File: config.mk
export PLATFORM = sky130hd
export DESIGN_NAME = dcache_writeback_buffer
export DESIGN_NICKNAME = d
export VERILOG_FILES = /design/src/rtl/dcache_writeback_buffer.sv
export SDC_FILE = /design/constraint.sdc
export NUM_CORES = 2
export LEC_CHECK = 0
export BUFFER_PORTS_ARGS = -buffer_cell sky130_fd_sc_hd__buf_4
export CAP_MARGIN = 20
export CORE_AREA = 2 2 436 438
export CTS_BUF_LIST = sky130_fd_sc_hd__clkbuf_4 sky130_fd_sc_hd__clkbuf_8
export CTS_CLUSTER_SIZE = 30
export DETAILED_ROUTE_END_ITERATION = 10
export DIE_AREA = 0 0 438 440
export SLEW_MARGIN = 20
export SYNTH_ARGS = -nofsm -noshare
export SYNTH_HDL_FRONTEND = slang
export SYNTH_SLANG_ARGS = --single-unit
export TNS_END_PERCENT = 20
File: constraint.sdc
create_clock -name CLK -period 11.5 [get_ports CLK]
set_input_delay 1.15 -clock CLK [delete_from_list [all_inputs] [get_ports CLK]]
set_output_delay 1.15 -clock CLK [all_outputs]
set_load 0.03 [all_outputs]
File: src/rtl/dcache_writeback_buffer.sv
`default_nettype none
// ============================================================================
// Module   : dcache_writeback_buffer
// Purpose  : Dirty-block writeback FIFO with refill/writeback arbitration and
//            read-after-write ordering. Optional macro WB_READ_FORWARD_EN
//            serves refill hits straight from the buffer.
// Revision : 1.0 - initial release
// ============================================================================
module dcache_writeback_buffer #(
    parameter int DEPTH = 4
) (
    input  logic         CLK,
    input  logic         RESET,
    input  logic         wb_valid,
    input  logic [26:0]  wb_addr,
    input  logic [255:0] wb_block,
    output logic         wb_ready,
    input  logic         rd_req,
    input  logic [26:0]  rd_addr,
    output logic [255:0] rd_block,
    output logic         rd_valid,
    input  logic         flush,
    output logic         drained,
    output logic [31:0]  mem_addr,
    output logic         mem_blk_read,
    output logic         mem_blk_write,
    output logic [255:0] mem_wblock,
    input  logic [255:0] mem_rblock,
    input  logic         mem_read_valid,
    input  logic         mem_write_valid
);
    localparam int PTR_W = (DEPTH > 1) ? $clog2(DEPTH) : 1;
    localparam int CNT_W = PTR_W + 1;

    localparam logic [1:0] IDLE  = 2'd0;
    localparam logic [1:0] READ  = 2'd1;
    localparam logic [1:0] WRITE = 2'd2;
    localparam logic [1:0] FWD   = 2'd3;

    logic [26:0]      ent_addr  [DEPTH];
    logic [255:0]     ent_block [DEPTH];
    logic [DEPTH-1:0] ent_valid;
    logic [PTR_W-1:0] head, tail, scan_idx;
    logic [CNT_W-1:0] count;
    logic [1:0]       state;

    logic [DEPTH-1:0] coal_mask;
    logic coalesce_hit, push, push_new, pop, rd_hit;
    logic go_fwd, go_read, go_write;
`ifdef WB_READ_FORWARD_EN
    logic [PTR_W-1:0] hit_idx;
`endif

    // The head is never coalesced into: it may already be on the memory bus.
    always_comb begin
        coal_mask = '0;
        for (int i = 0; i < DEPTH; i++) begin
            if (ent_valid[i] && ent_addr[i] == wb_addr && PTR_W'(i) != head)
                coal_mask[i] = 1'b1;
        end
    end

    assign coalesce_hit = |coal_mask;
    assign wb_ready     = (count < CNT_W'(DEPTH)) || coalesce_hit;
    assign push         = wb_valid && wb_ready;
    assign push_new     = push && !coalesce_hit;
    assign pop          = (state == WRITE) && mem_write_valid;
    assign drained      = (count == '0) && (state == IDLE);

    // Scan oldest to youngest so the last match left standing is the youngest.
    always_comb begin
        rd_hit   = 1'b0;
        scan_idx = '0;
`ifdef WB_READ_FORWARD_EN
        hit_idx  = '0;
`endif
        for (int k = 0; k < DEPTH; k++) begin
            scan_idx = head + PTR_W'(k);
            if (ent_valid[scan_idx] && ent_addr[scan_idx] == rd_addr) begin
                rd_hit = 1'b1;
`ifdef WB_READ_FORWARD_EN
                hit_idx = scan_idx;
`endif
            end
        end
    end

    always_comb begin
        go_fwd   = 1'b0;
        go_read  = 1'b0;
        go_write = 1'b0;
        if (rd_req && rd_hit) begin
`ifdef WB_READ_FORWARD_EN
            go_fwd = 1'b1;
`else
            go_write = 1'b1;
`endif
        end else if (rd_req) begin
            go_read = 1'b1;
        end else if (count != '0 && (flush || !rd_req)) begin
            go_write = 1'b1;
        end
    end

    always_ff @(posedge CLK) begin
        for (int i = 0; i < DEPTH; i++) begin
            if (push && coal_mask[i])
                ent_block[i] <= wb_block;
        end
        if (push_new) begin
            ent_addr[tail]  <= wb_addr;
            ent_block[tail] <= wb_block;
        end
    end

    always_ff @(posedge CLK) begin
        if (!RESET) begin
            state         <= IDLE;
            head          <= '0;
            tail          <= '0;
            count         <= '0;
            ent_valid     <= '0;
            rd_valid      <= 1'b0;
            rd_block      <= '0;
            mem_blk_read  <= 1'b0;
            mem_blk_write <= 1'b0;
            mem_addr      <= '0;
            mem_wblock    <= '0;
        end else begin
            rd_valid <= 1'b0;
            if (push_new) begin
                ent_valid[tail] <= 1'b1;
                tail            <= tail + 1'b1;
            end
            if (pop) begin
                ent_valid[head] <= 1'b0;
                head            <= head + 1'b1;
            end
            count <= count + CNT_W'(push_new) - CNT_W'(pop);

            case (state)
                IDLE: begin
                    if (go_fwd) begin
                        state <= FWD;
                    end else if (go_write) begin
                        state         <= WRITE;
                        mem_blk_write <= 1'b1;
                        mem_addr      <= {ent_addr[head], 5'b0};
                        mem_wblock    <= ent_block[head];
                    end else if (go_read) begin
                        state        <= READ;
                        mem_blk_read <= 1'b1;
                        mem_addr     <= {rd_addr, 5'b0};
                    end
                end
                READ: begin
                    if (mem_read_valid) begin
                        rd_block     <= mem_rblock;
                        rd_valid     <= 1'b1;
                        mem_blk_read <= 1'b0;
                        state        <= IDLE;
                    end
                end
                WRITE: begin
                    if (mem_write_valid) begin
                        mem_blk_write <= 1'b0;
                        state         <= IDLE;
                    end
                end
                FWD: begin
`ifdef WB_READ_FORWARD_EN
                    rd_block <= ent_block[hit_idx];
                    rd_valid <= 1'b1;
`endif
                    state <= IDLE;
                end
                default: state <= IDLE;
            endcase
        end
    end
endmodule
`default_nettype wire
==> impl_results.md <==
* Row cnt at 160
* Dpl hpwl at 181,300 microns
* RSZ-0062 raised after global routing: false
* Post-CTS Setup Bufs at 0
* Synth Register Bits at 1,689
* EDFF count, synth at 1,132
* Core area at 0.1886 sq mm
* CP endpoint kind: flip-flop
* VDD IR max at 0.0001267 V
* Relative slew slack at 5.468%
* Largest family of logic cells by synthesized area: multiplexers
* R2R Path End: mem_wblock[249]
* Setup violations, final at 0
* Grt total ovfl at 0
* Layout cells sized above 1 at 32.70%
* Buf/Inv on CP at 4
* Pre-CTS WS at 4.964 ns
* Final cell count without fillers at 8,795
* Fillers at 17,140
* Synth top area share at 49.38%
* Largest delay share family, worst path: buffers and inverters
* CP peak stage delay at 0.82 ns
* Yosys warning count at 0
* Fin Hold WS at 0.3094 ns
* WHS Path Cells at 1
* Reg2Reg Setup Slack at 4.81 ns
* CTS tree: yes
* Post-synthesis xor/xnor area fraction at 2.710%
* Min Tclk post-route at 6.687 ns
* Critical-path cell list: inv_2, ha_2, buf_4, mux4_2, xnor2_1, nand4_1, a2111oi_0, nand4_1, o311ai_4, buf_4, buf_12, o211ai_1, a31oi_1
* Clk pwr share at 34.6%
* Fraction of registers with async set/reset at 0%
* Switching portion of total power at 30.24%
* First-pass GRT wire length at 377,200 microns
* Internal power at 11.65 mW
* H-Tree Depth at 5
* Setup CP Type: reg2reg
* Status: completed
* Data required, critical path at 12.41 ns
* Total power at 16.70 mW
* Post-synthesis sequential area ratio at 65.58%
* Clock Pin Slew Worst Setup and Hold Paths at 0.06 ns
* Synth top area cells: edfxtp_1, dfxtp_1, mux4_2
* Post-synthesis mux area share at 12.08%
* Synth cell types at 60
* DR vias at 49,960
* Nets at 6,586
* Pin count of the biggest net entering global routing at 213
* Clk root buf: clkbuf_8
* Vias in the first global route at 47,530
* Cts bufs inserted at 307
* Hold Path Class: in2reg
* Worst reg2reg startpoint: head[1]
* Syn Inst Count at 4,975
* Compound-cell area share of the yosys netlist at 8.563%
* Top FF cell, synth: edfxtp_1
* Initial antenna violation count at 89
* Setup WS post-layout at 4.813 ns
* Max Clk Rate at 149.5 MHz
* Worst Min Path Start: wb_block[107]
* Final Hold Viols at 0
* GPL Wtd Cong at 1.192
* Clock sink count at 1,689
* Comb pwr share at 20.0%
* GRT Overall Usage at 27.68%
* Reg2reg path depth at 13
* Crit path max fanout at 139
* Worst setup SP type: flip-flop
* Routed wire length at 276,200 microns
* CP max stage cell: dfxtp_4
* Placed Instances at 8,202
* Chip Width at 438 microns
* Remaining antenna violation count at 0
* Vias per cell at 5.681
* Post-cts resize count at 0
* Setup_tns at 0 ns
* Max Clock Skew at 0.08466 ns
* Max Root-Sink Buffers at 4
* Area delta synth->final at 24.37%
* DR DRC count at 0
* Syn_area_per_cell at 13.84 sq um
* Power Dens Cells at 195.1 mW/mm^2
* Psw at 5.050 mW
* Die Height at 440 microns
* Port Buffer Count at 1,115
* Starting Density at 36.50%
* Synth Area in Simple Gates at 7.978%
* Max Cap Viol at 0
* Post-cts hold buffer count at 0
* Worst Path Arrival at 7.59 ns
* Part of the cycle the worst path needs at 58.15%
* Worst Hold End: ent_block[3][107]
* Average routed wire per standard cell at 31.40 microns
* Starting DRC count in detailed routing at 4,954
* DIE AREA at 0.1927 sq mm
* Leak Pwr at 29.01 nW
* Worst-Margin Slew at 1.418 ns
* Sequential power share at 45.4%
* TritonRoute pass-1 iters at 6
* Synth area leader: edfxtp_1
* Adder-Cell Fraction of Synth Area at 0.2109%
* Clock latency on the worst-skew pair at 1.04 ns
* Slew Limit Fails at 0
* Ports at 1,122
* Synthesized area at 0.06883 sq mm
## cell type report
class | instances | area [sq um] | area share [%]
clock inverter | 70 | 478.0 | 0.5583
inverter | 21 | 86.33 | 0.1008
multi-input combinational | 2805 | 21840 | 25.51
timing repair buffer | 1178 | 9084 | 10.61
clock buffer | 460 | 5674 | 6.628
tap | 2511 | 3142 | 3.670
sequential | 1689 | 45150 | 52.74
antenna | 61 | 152.6 | 0.1783
## worst register-to-register path, delay by kind of cell, from the launching register on
| kind | cells | cell delay [ns] |
|---|---|---|
| AO/OA/AOI/OAI | 4 | 1.55 |
| XOR/XNOR | 1 | 0.29 |
| adder cells (fa/ha/maj) | 1 | 0.76 |
| buffers and inverters | 4 | 1.95 |
| flip-flops | 1 | 0.82 |
| multiplexers | 1 | 0.68 |
| AND/OR/NAND/NOR | 2 | 0.55 |
## how the worst max path moves through the flow
| stage | start | end | slack [ns] | cells past startpoint |
|---|---|---|---|---|
| 6_report | head[1] | mem_wblock[249] | 4.81 | 13 |
| 5_1_grt | head[0] | mem_wblock[68] | 4.56 | 13 |
| 4_1_cts | head[1] | mem_wblock[40] | 4.95 | 13 |
| 3_5_place_dp | head[1] | mem_wblock[254] | 4.96 | 13 |
| 3_3_place_gp | head[1] | mem_wblock[254] | 5.05 | 13 |
| 2_1_floorplan | wb_addr[1] | ent_block[0][0] | 2.14 | 9 |
## per-stage QoR
step / utilization (%) / instance area, sq um
after floorplan: - / 68850
after global placement: 42.03 / 79260
after detailed placement: 42.03 / 79260
after CTS: 45.29 / 85420
after global routing: 45.38 / 85570
final: 45.40 / 85610
## cell families (layout without fill, tap and decap cells)
logic type,after synthesis,in the layout
AO/OA/AOI/OAI,928,928
XOR/XNOR,213,213
adder cells (fa/ha/maj),11,11
buffers and inverters,485,1729
flip-flops,1689,1689
multiplexers,429,429
other,1,66
AND/OR/NAND/NOR,1219,1219
## metal layers
| metal | part of all wire [%] | vias to the layer above | track usage (%) |
|---|---|---|---|
| met2 | 47 | 2548 | 42.69 |
| li1 | - | 21380 | - |
| met3 | 10 | 746 | 10.53 |
| met1 | 35 | 25240 | 30.91 |
| met4 | 8.2 | 50 | 21.51 |
| met5 | 0.11 | - | 0 |
## cells in the mapped netlist (3+ instances only)
cell and instances:
a211oi_1 14, a21oi_1 287, a221oi_1 6, a311oi_1 3, a31oi_1 266, a32o_1 4
and2_1 7, buf_1 48, buf_2 58, buf_4 19, clkbuf_1 338, dfxtp_1 557
edfxtp_1 1132, ha_1 10, inv_1 18, mux2_2 16, mux2i_1 93, mux4_2 320
nand2_1 808, nand2b_1 3, nand3_1 33, nand4_1 284, nor2_1 28, nor3_1 11
nor3b_1 3, nor4_1 30, o211ai_1 267, o21a_1 4, o21ai_0 38, o221ai_1 3
o22ai_1 7, o2bb2ai_1 4, o311ai_0 7, or3_1 3, or4_1 3, xnor2_1 112
xor2_1 101
## state kept, by name, indices dropped and copies added (netlist names), named ones only
register / flops
count: 3
ent_block: 1024
mem_blk_read: 1
ent_valid: 4
state: 2
mem_wblock: 256
ent_addr: 108
tail: 2
rd_valid: 1
head: 2
rd_block: 256
mem_addr: 27
mem_blk_write: 1
## power by group through the flow
stage | combinational (mW) | sequential, mW | clock (mW)
after floorplan | 1.44 | 8.18 | 0
after CTS | 3.33 | 7.57 | 5.90
after global placement | 3.31 | 7.65 | 0
after detailed placement | 3.32 | 7.69 | 0
final | 3.33 | 7.58 | 5.79
after global routing | 3.49 | 7.64 | 6.17
## placed cells by master (no fill, tap or decap), types with 9 or more instances in the layout
| cell | count |
|---|---|
| nor4_1 | 30 |
| a31oi_1 | 266 |
| clkbuf_8 | 355 |
| o211ai_1 | 267 |
| edfxtp_1 | 1132 |
| o21ai_0 | 38 |
| mux4_2 | 320 |
| dfxtp_1 | 554 |
| nand2_1 | 807 |
| clkinv_2 | 21 |
| clkinv_1 | 35 |
| diode_2 | 61 |
| mux2_2 | 16 |
| clkbuf_4 | 105 |
| ha_1 | 9 |
| nand3_1 | 33 |
| mux2i_1 | 93 |
| a211oi_1 | 14 |
| xnor2_1 | 112 |
| buf_4 | 1159 |
| nor2_1 | 27 |
| buf_12 | 17 |
| nand4_1 | 284 |
| xor2_1 | 101 |
| nor3_1 | 9 |
| a21oi_1 | 287 |
| inv_1 | 18 |
No activity file was read; power rests on OpenSTA's default activity.
